[config.mk]
export PLATFORM = sky130hd
export DESIGN_NAME = iob_cache_perf_ctrl
export DESIGN_NICKNAME = d
export VERILOG_FILES = /design/src/rtl/iob_cache_perf_ctrl_pkg.sv /design/src/rtl/iob_cache_perf_cnt.sv /design/src/rtl/iob_cache_perf_ctrl.sv
export SDC_FILE = /design/constraint.sdc
export NUM_CORES = 1
export LEC_CHECK = 0
export CORE_MARGIN = 4
export CORE_UTILIZATION = 55
export CTS_BUF_LIST = sky130_fd_sc_hd__clkbuf_16
export DETAILED_ROUTE_END_ITERATION = 8
export HOLD_SLACK_MARGIN = 0.05
export MAX_ROUTING_LAYER = met4
export PLACE_DENSITY = 0.78
export SYNTH_ARGS = -nofsm -noshare
export SYNTH_HDL_FRONTEND = slang
export SYNTH_SLANG_ARGS = --single-unit
[constraint.sdc]
create_clock -name clk_i -period 3.1 [get_ports clk_i]
set_clock_uncertainty 0.05 [all_clocks]
set_input_delay 0.775 -clock clk_i [delete_from_list [all_inputs] [get_ports clk_i]]
set_output_delay 0.775 -clock clk_i [all_outputs]
set_load 0.02 [all_outputs]
[src/rtl/iob_cache_perf_ctrl_pkg.sv]
// Shared definitions for the cache performance/control block:
// CSR word map, CTRL/STATUS bit positions and invalidate FSM encoding.
package iob_cache_perf_ctrl_pkg;

    localparam int unsigned ADDR_RW_HIT     = 0;
    localparam int unsigned ADDR_RW_MISS    = 1;
    localparam int unsigned ADDR_READ_HIT   = 2;
    localparam int unsigned ADDR_READ_MISS  = 3;
    localparam int unsigned ADDR_WRITE_HIT  = 4;
    localparam int unsigned ADDR_WRITE_MISS = 5;
    localparam int unsigned ADDR_CTRL       = 6;
    localparam int unsigned ADDR_STATUS     = 7;
    localparam int unsigned ADDR_VERSION    = 8;

    localparam int unsigned CTRL_RST_CNT = 0;
    localparam int unsigned CTRL_FREEZE  = 1;
    localparam int unsigned CTRL_INV     = 2;
    localparam int unsigned CTRL_W       = 3;

    localparam int unsigned STAT_WTB_EMPTY = 0;
    localparam int unsigned STAT_WTB_FULL  = 1;
    localparam int unsigned STAT_INV_BUSY  = 2;
    localparam int unsigned STAT_OVF       = 3;
    localparam int unsigned STAT_FROZEN    = 4;

    // Counter slots inside the top-level counter array
    localparam int unsigned CNT_RD_HIT  = 0;
    localparam int unsigned CNT_RD_MISS = 1;
    localparam int unsigned CNT_WR_HIT  = 2;
    localparam int unsigned CNT_WR_MISS = 3;
    localparam int unsigned NUM_CNT     = 4;

    typedef enum logic [1:0] {
        ST_IDLE  = 2'd0,
        ST_DRAIN = 2'd1,
        ST_INV   = 2'd2
    } inv_state_e;

endpackage

[src/rtl/iob_cache_perf_cnt.sv]
// Single event counter: wrap-around or saturating, synchronous clear,
// enable gate, and a same-cycle overflow pulse.
module iob_cache_perf_cnt
    import iob_cache_perf_ctrl_pkg::*;
#(
    parameter int unsigned CNT_W    = 32,
    parameter int unsigned SATURATE = 0
) (
    input  logic             clk_i,
    input  logic             arst_n_i,
    input  logic             inc_i,
    input  logic             clr_i,
    input  logic             en_i,
    output logic [CNT_W-1:0] value_o,
    output logic             ovf_c_o
);

    logic [CNT_W-1:0] value_q;
    logic [CNT_W-1:0] value_d;
    logic             at_max_c;
    logic             bump_c;

    assign at_max_c = &value_q;
    // Clear beats a coincident increment, so that event is dropped
    assign bump_c   = inc_i & en_i & ~clr_i;
    assign ovf_c_o  = bump_c & at_max_c;

    always_comb begin
        value_d = value_q;
        if (clr_i) begin
            value_d = '0;
        end else if (bump_c) begin
            if (at_max_c) begin
                value_d = (SATURATE != 0) ? value_q : '0;
            end else begin
                value_d = value_q + CNT_W'(1);
            end
        end
    end

    always_ff @(posedge clk_i or negedge arst_n_i) begin
        if (!arst_n_i) begin
            value_q <= '0;
        end else begin
            value_q <= value_d;
        end
    end

    assign value_o = value_q;

endmodule

[src/rtl/iob_cache_perf_ctrl.sv]
// Cache control/status CSR block: hit/miss performance counters with
// freeze/clear/overflow, and a drain-then-invalidate handshake to the core.
module iob_cache_perf_ctrl
    import iob_cache_perf_ctrl_pkg::*;
#(
    parameter int unsigned DATA_W   = 32,
    parameter int unsigned CNT_W    = 32,
    parameter int unsigned ADDR_W   = 4,
    parameter int unsigned SATURATE = 0,
    parameter logic [15:0] VERSION  = 16'h0100
) (
    input  logic              clk_i,
    input  logic              arst_n_i,
    input  logic              valid_i,
    input  logic              we_i,
    input  logic [ADDR_W-1:0] addr_i,
    input  logic [DATA_W-1:0] wdata_i,
    output logic [DATA_W-1:0] rdata_o,
    output logic              ready_o,
    input  logic              wtbuf_empty_i,
    input  logic              wtbuf_full_i,
    input  logic              read_hit_i,
    input  logic              read_miss_i,
    input  logic              write_hit_i,
    input  logic              write_miss_i,
    output logic              invalidate_o,
    input  logic              invalidate_ack_i
);

    localparam int unsigned SUM_W = CNT_W + 1;

    inv_state_e        state_q, state_d;
    logic              inv_q, inv_d;
    logic              ready_q, ready_d;
    logic [DATA_W-1:0] rdata_q, rdata_d;
    logic              frozen_q, frozen_d;
    logic              ovf_q, ovf_d;

    logic              ctrl_wr_c;
    logic              clr_c;
    logic              inv_start_c;
    logic [NUM_CNT-1:0] event_c;
    logic [NUM_CNT-1:0] ovf_pulse_c;
    logic [CNT_W-1:0]  cnt_c [NUM_CNT];
    logic [SUM_W-1:0]  hit_sum_c, miss_sum_c;
    logic [CNT_W-1:0]  rw_hit_c, rw_miss_c;
    logic [DATA_W-1:0] rd_val_c;
    logic [DATA_W-1-CTRL_W:0] unused_wdata;

    assign unused_wdata = wdata_i[DATA_W-1:CTRL_W];

    assign ctrl_wr_c   = valid_i & we_i & (addr_i == ADDR_W'(ADDR_CTRL));
    assign clr_c       = ctrl_wr_c & wdata_i[CTRL_RST_CNT];
    assign inv_start_c = ctrl_wr_c & wdata_i[CTRL_INV];

    assign event_c[CNT_RD_HIT]  = read_hit_i;
    assign event_c[CNT_RD_MISS] = read_miss_i;
    assign event_c[CNT_WR_HIT]  = write_hit_i;
    assign event_c[CNT_WR_MISS] = write_miss_i;

    for (genvar g = 0; g < NUM_CNT; g++) begin : g_cnt
        iob_cache_perf_cnt #(
            .CNT_W    (CNT_W),
            .SATURATE (SATURATE)
        ) u_cnt (
            .clk_i    (clk_i),
            .arst_n_i (arst_n_i),
            .inc_i    (event_c[g]),
            .clr_i    (clr_c),
            .en_i     (~frozen_q),
            .value_o  (cnt_c[g]),
            .ovf_c_o  (ovf_pulse_c[g])
        );
    end

    // Aggregate counts are formed one bit wider so saturation can see the carry
    assign hit_sum_c  = {1'b0, cnt_c[CNT_RD_HIT]}  + {1'b0, cnt_c[CNT_WR_HIT]};
    assign miss_sum_c = {1'b0, cnt_c[CNT_RD_MISS]} + {1'b0, cnt_c[CNT_WR_MISS]};
    assign rw_hit_c   = ((SATURATE != 0) && hit_sum_c[CNT_W])  ? '1 : hit_sum_c[CNT_W-1:0];
    assign rw_miss_c  = ((SATURATE != 0) && miss_sum_c[CNT_W]) ? '1 : miss_sum_c[CNT_W-1:0];

    always_comb begin
        rd_val_c = '0;
        case (addr_i)
            ADDR_W'(ADDR_RW_HIT):     rd_val_c = DATA_W'(rw_hit_c);
            ADDR_W'(ADDR_RW_MISS):    rd_val_c = DATA_W'(rw_miss_c);
            ADDR_W'(ADDR_READ_HIT):   rd_val_c = DATA_W'(cnt_c[CNT_RD_HIT]);
            ADDR_W'(ADDR_READ_MISS):  rd_val_c = DATA_W'(cnt_c[CNT_RD_MISS]);
            ADDR_W'(ADDR_WRITE_HIT):  rd_val_c = DATA_W'(cnt_c[CNT_WR_HIT]);
            ADDR_W'(ADDR_WRITE_MISS): rd_val_c = DATA_W'(cnt_c[CNT_WR_MISS]);
            ADDR_W'(ADDR_STATUS): begin
                rd_val_c[STAT_WTB_EMPTY] = wtbuf_empty_i;
                rd_val_c[STAT_WTB_FULL]  = wtbuf_full_i;
                rd_val_c[STAT_INV_BUSY]  = (state_q != ST_IDLE);
                rd_val_c[STAT_OVF]       = ovf_q;
                rd_val_c[STAT_FROZEN]    = frozen_q;
            end
            ADDR_W'(ADDR_VERSION):    rd_val_c = DATA_W'(VERSION);
            default:                  rd_val_c = '0;
        endcase
    end

    // CSR response and control flags
    always_comb begin
        ready_d  = valid_i;
        rdata_d  = (valid_i && !we_i) ? rd_val_c : '0;
        frozen_d = ctrl_wr_c ? wdata_i[CTRL_FREEZE] : frozen_q;
        ovf_d    = clr_c ? 1'b0 : (ovf_q | (|ovf_pulse_c));
    end

    // Invalidate sequencer next state; invalidate_o tracks the INV state
    always_comb begin
        state_d = state_q;
        case (state_q)
            ST_IDLE:  if (inv_start_c)      state_d = ST_DRAIN;
            ST_DRAIN: if (wtbuf_empty_i)    state_d = ST_INV;
            ST_INV:   if (invalidate_ack_i) state_d = ST_IDLE;
            default:                        state_d = ST_IDLE;
        endcase
        inv_d = (state_d == ST_INV);
    end

    always_ff @(posedge clk_i or negedge arst_n_i) begin
        if (!arst_n_i) begin
            state_q  <= ST_IDLE;
            inv_q    <= 1'b0;
            ready_q  <= 1'b0;
            rdata_q  <= '0;
            frozen_q <= 1'b0;
            ovf_q    <= 1'b0;
        end else begin
            state_q  <= state_d;
            inv_q    <= inv_d;
            ready_q  <= ready_d;
            rdata_q  <= rdata_d;
            frozen_q <= frozen_d;
            ovf_q    <= ovf_d;
        end
    end

    assign rdata_o      = rdata_q;
    assign ready_o      = ready_q;
    assign invalidate_o = inv_q;

endmodule

## Word-level counts from Yosys, hierarchy flattened

Index checks and enable logic that the tools add are counted.

- Bitwise operators: 19
- Reductions and logical operators: 14
- Equality and inequality tests: 11
- Mux-type cells: 20
- $add $sub $neg: 6

Operators with widths:

| operator | number |
|---|---|
| $mux 32 | 13 |
| $pmux 27 s7 | 1 |
| $add 32x1->32 const B | 4 |
| $reduce_and 32->1 | 4 |
| $add 32x32->32 | 2 |
| $pmux 5 s7 | 1 |
| $and 1x1->1 | 16 |
| $eq 4x3->1 const B | 4 |
| $reduce_bool 2->1 | 5 |
| $eq 4x2->1 const B | 2 |
| $mux 2 | 3 |
| $pmux 2 s3 | 1 |
| $eq 2x2->1 const B | 2 |
| $eq 4x1->1 const B | 1 |
| $eq 4x4->1 const B | 1 |
| $logic_not 4->1 | 1 |
| $reduce_or 4->1 | 1 |
| $eq 2x1->1 const B | 1 |
| $logic_not 2->1 | 1 |
| $not 1->1 | 2 |
| $logic_and 1x1->1 | 1 |
| $logic_not 1->1 | 1 |
| $mux 1 | 1 |
| $or 1x1->1 | 1 |

- Output and inout port bits: 34
- Word-level logic and storage cells: 80
- Register bits: 166

## Depth between registers and ports, before layout

- Word-level depth: 9
- Mapped depth: 12
- Mapped depth without buffers: 12

## Cells and area by module

Synthesis repeated with hierarchy kept, for this count alone.

- Cell total of the unflattened synthesis: 1577
- Area, all modules: 13112.6 µm²

By module, submodules not included:

| module | instances | area each (µm²) | seq. area each (µm²) | cells each |
|---|---|---|---|---|
| iob_cache_perf_cnt | 4 | 1886.8 | 800.8 | 211 |
| iob_cache_perf_ctrl | 1 | 5565.3 | 950.9 | 733 |

## Worst setup path before layout

No wires, ideal clock.

- Path kind: flip-flop to flip-flop
- From: register g_cnt[2].u_cnt.value_q[0]
- To: register rdata_q[30], in the netlist rdata_o[30]
- Stages on the path, launching flop included: 12
- Arrival: 2.843 ns
- Data required time: 2.913 ns
- Slack: 0.070 ns
- Cell sequence: dfrtp_1 > ha_1 > inv_1 > fa_1 > nand2b_1 > a21oi_1 > o211ai_1 > a2111oi_0 > o21bai_1 > a2111oi_0 > or4_1 > a31oi_1

- Cells in the longest elaborated chain, start to end: 3

RTL lines:

| what | RTL line | text |
|---|---|---|
| from (decl) | iob_cache_perf_cnt.sv:18 | `logic [CNT_W-1:0] value_q;` |
| from (signal assigned) | iob_cache_perf_cnt.sv:45 | `value_q <= value_d;` |
| $add 32x32->32 | iob_cache_perf_ctrl.sv:77 | `assign hit_sum_c = {1'b0, cnt_c[CNT_RD_HIT]} + {1'b0, cnt_c[CNT_WR_HIT]};` |
| $pmux 27 s7 | iob_cache_perf_ctrl.sv:84 | `case (addr_i)` |
| $mux 32 | iob_cache_perf_ctrl.sv:106 | `rdata_d = (valid_i && !we_i) ? rd_val_c : '0;` |
| net rdata_d[30] | iob_cache_perf_ctrl.sv:35 | `logic [DATA_W-1:0] rdata_q, rdata_d;` |
| to (signal assigned) | iob_cache_perf_ctrl.sv:135 | `rdata_q <= rdata_d;` |
| to (decl) | iob_cache_perf_ctrl.sv:35 |  |

The timed path passes the listed nets, and every way through them passes these cells.
A chain may end at the register's enable or synchronous reset.

## Final worst setup path

- From: register g_cnt[3].u_cnt.value_q[6]
- To: register rdata_q[31], in the netlist rdata_o[31]

- Cells in the longest elaborated chain, start to end: 3

RTL lines:

| what | RTL line | text |
|---|---|---|
| from (decl) | iob_cache_perf_cnt.sv:18 |  |
| from (signal assigned) | iob_cache_perf_cnt.sv:45 |  |
| $add 32x32->32 | iob_cache_perf_ctrl.sv:78 | `assign miss_sum_c = {1'b0, cnt_c[CNT_RD_MISS]} + {1'b0, cnt_c[CNT_WR_MISS]};` |
| $pmux 27 s7 | iob_cache_perf_ctrl.sv:84 |  |
| $mux 32 | iob_cache_perf_ctrl.sv:106 |  |
| net rdata_d[31] | iob_cache_perf_ctrl.sv:35 |  |

The timed path passes the listed nets, and every way through them passes these cells.

==> flow_metrics.py <==
metrics = {
    "run_status": {
        "run_status": "finished, final reports clean",
    },
    "power_and_ir_drop": {
        "p_sw_mw": 1.95,
        "power_frac_seq": 0.386,
        "sw_frac_of_total": 0.319,
        "cellPowerDensity_nw_per_um2": 400,
        "intPower_mw": 4.17,
        "vdd_ir_drop_max_mv": 0.418,
        "pwr-share-comb": 0.248,
        "power_mw": 6.12,
        "power.leakage_nw": 6.79,
        "clkPwrFrac": 0.367,
    },
    "timing": {
        "rsz0062_at_grt": "true",
        "relSlewSlack": 0.289,
        "fin_crit_ns": 2.99,
        "finalSetupTns_ns": 0,
        "final.period_utilization": 0.965,
        "setup_viol": 0,
        "finalHoldViolCount": 0,
        "fmax_mhz": 334,
        "worst_slew_pin_slew_ns": 1.06,
        "hold_slack_ns": 0.241,
        "maxSlewViolCount": 0,
    },
    "detailed_routing": {
        "num_vias": 13305,
        "route.detailed.drc": 0,
        "firstDrtPassIters": 6,
        "wl_per_cell_um": 20.8,
        "final_antenna_net_count": 0,
        "drt-initial-drc-count": 1487,
        "avgViaCountPerCell": 6.59,
        "postRouteWirelength_um": 41900,
    },
    "worst_setup_path": {
        "r2r-start": "g_cnt[3].u_cnt.value_o[6]$_DFFE_PN0P_",
        "path_cells": "ha_1 -> a211o_1 -> a21o_1 -> a21oi_1 -> nand3_2 -> a41oi_2 -> nor2b_1 -> o31ai_1 -> mux2_2 -> a31oi_2",
        "endpoint_kind": "flip-flop",
        "cp-start-kind": "flip-flop",
        "reg2reg_slack_ns": 0.11,
        "worstPathRequired_ns": 3.40,
        "crit_path_top_delay_cell": "dfrtp_1",
        "criticalPathCategory": "flip-flop to flip-flop",
        "worst_ep_arrival_time_ns": 3.29,
        "max_stage_delay_ns": 0.39,
        "rr_endpoint": "rdata_o[31]$_DFF_PN0_",
        "cp_max_fo": 3,
        "reg2regPathDepth": 10,
    },
    "run": {
        "maxCapViolCount": 0,
    },
    "clock_network": {
        "worstSkewPairLatency_ns": 0.44,
        "cts.sinks": 166,
        "holdBufCountCts": 0,
        "path_clk_slew_ns": 0.07,
        "cts_max_level": 4,
        "cts-root-buf": "clkbuf_16",
        "cts_buffers": 17,
        "clk_path_buf_depth": 2,
        "cts_tree": "done",
    },
    "logic_synthesis": {
        "synth_area_per_cell_um2": 7.96,
        "synth_area_leaders": "dfrtp_1 34%, o21ai_0 7.3%, ha_1 6.7%, nand2_1 6.0%, a21oi_1 4.2%",
        "synth.distinct_cells": 71,
        "netlist.area_leader.share": 0.335,
        "netlist_area_um2": 12400,
        "ys_seq_area_frac": 0.335,
        "syn_nets": 1673,
        "synth_cells": 1558,
        "synth-seq-cells": 166,
        "yosysWarnings": 0,
        "synthFlopType": "dfrtp_1",
        "synth_largest_area_cell": "dfrtp_1",
        "synth_edf_count": 0,
        "ys_async_sr_fraction": 1.00,
    },
    "die": {
        "die-area_um2": 25000,
        "die-height_um": 158,
        "num_rows": 54,
        "core_um2": 22000,
        "io_pins": 81,
        "start_util": 0.563,
        "die_x_um": 158,
    },
    "global_routing": {
        "antenna_found_initial": 0,
        "grt.overflow.total": 0,
        "grt_pass1_wl_um": 66600,
        "grtUsageTotal": 0.350,
        "grt_pass1_vias": 12685,
        "grt_max_degree": 73,
    },
    "finish": {
        "finalNonFillerCells": 2020,
        "utilization": 0.696,
        "drive_above_1_share": 0.151,
        "layout.nets": 1843,
        "fillers": 1779,
        "num_antenna_cells": 0,
        "area_delta_synth_final_pct": 23.6,
    },
    "hold_path": {
        "hp-class": "primary input to asynchronous set/reset pin",
    },
    "placed_design": {
        "gp_congestion": 1.04,
        "dp_hpwl_um": 31500,
        "port_buffers": 51,
        "post-place-cells": 1986,
    },
}
[worst max-delay path by stage]
stage,startpoint,to,depth (start not counted),slack [ns]
2_1_floorplan,g_cnt[2].u_cnt.value_o[0]$_DFFE_PN0P_,rdata_o[30]$_DFF_PN0_,11,0.07
3_3_place_gp,addr_i[2],g_cnt[2].u_cnt.value_o[11]$_DFFE_PN0P_,10,-0.15
3_5_place_dp,addr_i[2],g_cnt[2].u_cnt.value_o[11]$_DFFE_PN0P_,10,-0.18
4_1_cts,g_cnt[3].u_cnt.value_o[1]$_DFFE_PN0P_,rdata_o[31]$_DFF_PN0_,11,-0.02
5_1_grt,g_cnt[3].u_cnt.value_o[1]$_DFFE_PN0P_,rdata_o[31]$_DFF_PN0_,11,-0.08
6_report,g_cnt[3].u_cnt.value_o[6]$_DFFE_PN0P_,rdata_o[31]$_DFF_PN0_,10,0.11
[sequential cells by signal, indices dropped and copies added (netlist names)]
signal	count
rdata_o	32
g_cnt.u_cnt.value_o	128
invalidate_o	1
state_q	2
ovf_q	1
frozen_q	1
ready_o	1
[cell families after synthesis]
family,count (synthesis),share of synthesized area
DFF,166,0.335
AOI/OAI and AO/OA,574,0.289
xor gates and xnor gates,59,0.0417
muxes,8,0.00676
adders and majority gates,68,0.0698
and+or+nand+nor,571,0.221
buffers and inverters,112,0.0365
[power groups by stage]
stage / sequential, mW / combinational [mW] / clock, mW
6_report: 2.36 / 1.52 / 2.24
3_3_place_gp: 2.39 / 1.39 / 0
3_5_place_dp: 2.40 / 1.42 / 0
2_1_floorplan: 2.43 / 0.708 / 0
4_1_cts: 2.36 / 1.43 / 2.26
5_1_grt: 2.37 / 1.66 / 2.35
[worst max-delay path, delay by kind of cell (launching register included)]
| family | cells | cell delay (ns) |
|---|---|---|
| adders and majority gates | 1 | 0.32 |
| DFF | 1 | 0.39 |
| AOI/OAI and AO/OA | 6 | 1.49 |
| and+or+nand+nor | 2 | 0.27 |
| muxes | 1 | 0.37 |
[layout make-up]
cell class / count / area, um2 / share of cell area
inverter: 30 / 113 / 0.00735
clock buffer: 17 / 425 / 0.0278
multi-input combinational: 1280 / 7980 / 0.521
timing repair buffer: 233 / 2130 / 0.139
tap: 280 / 350 / 0.0229
clock inverter: 14 / 173 / 0.0113
sequential: 166 / 4160 / 0.271
[through the flow]
step           area, um2  setup WS, ns
2_1_floorplan      12400        0.0702
3_3_place_gp       14500        -0.148
3_5_place_dp       14500        -0.183
4_1_cts            15200       -0.0199
5_1_grt            15300       -0.0751
6_report           15300         0.108
[Yosys cell counts, drive strengths merged, types with 10 or more instances]
library cell / number
a31oi: 53
inv: 30
o21bai: 13
ha: 66
a211oi: 13
and2: 12
a22o: 10
nand3: 59
xor2: 23
and3: 40
nand2b: 21
a21oi: 103
nor2b: 10
buf: 14
a21o: 28
o21ai: 209
nand4: 48
clkbuf: 68
xnor2: 36
dfrtp: 166
a22oi: 46
nor3: 29
a221oi: 14
nand2: 198
nor2: 120
o31ai: 21
[cell usage in the layout (no fill, tap or decap), types with 6 or more instances in the layout]
cell,netlist,final
inv_1,30,30
o31ai_1,20,20
o21ai_0,180,176
clkbuf_16,0,17
nor2b_1,10,9
clkdlybuf4s50_1,0,50
nand3_1,57,56
a211oi_1,13,11
buf_12,0,20
a221oi_1,14,12
nor3_1,26,22
dfrtp_1,166,165
nor2_1,120,119
nand2b_1,21,20
a21o_1,28,28
o41ai_1,7,7
xor2_1,23,23
a31oi_1,53,51
o21ai_1,28,31
nand4_1,48,48
or3_1,8,8
and2_1,11,11
nand2_1,198,198
a22oi_1,46,46
nand3b_1,6,6
ha_1,66,64
o211ai_1,7,7
a21oi_1,103,99
o21a_1,9,9
xnor2_1,36,36
a22o_1,10,10
and3_1,39,39
nor3_2,3,6
buf_4,2,162
o21bai_1,13,11
[timing repair]
action | in CTS | in global routing
endpoints found under the setup margin | 6 | 45
endpoints found under the hold margin | 0 | 0
gates resized for setup | 7 | 33
pin swaps | 1 | 16
buffers inserted | 0 | 3
[layer usage]
| layer | vias up | track usage | part of all wire |
|---|---|---|---|
| li1 | 6169 | - | - |
| met1 | 6305 | 0.425 | 0.39 |
| met2 | 677 | 0.572 | 0.48 |
| met3 | 154 | 0.0541 | 0.072 |
| met4 | 0 | 0.169 | 0.064 |
| met5 | - | - | 0 |
Note: power is estimated with default switching activity, not from simulation.
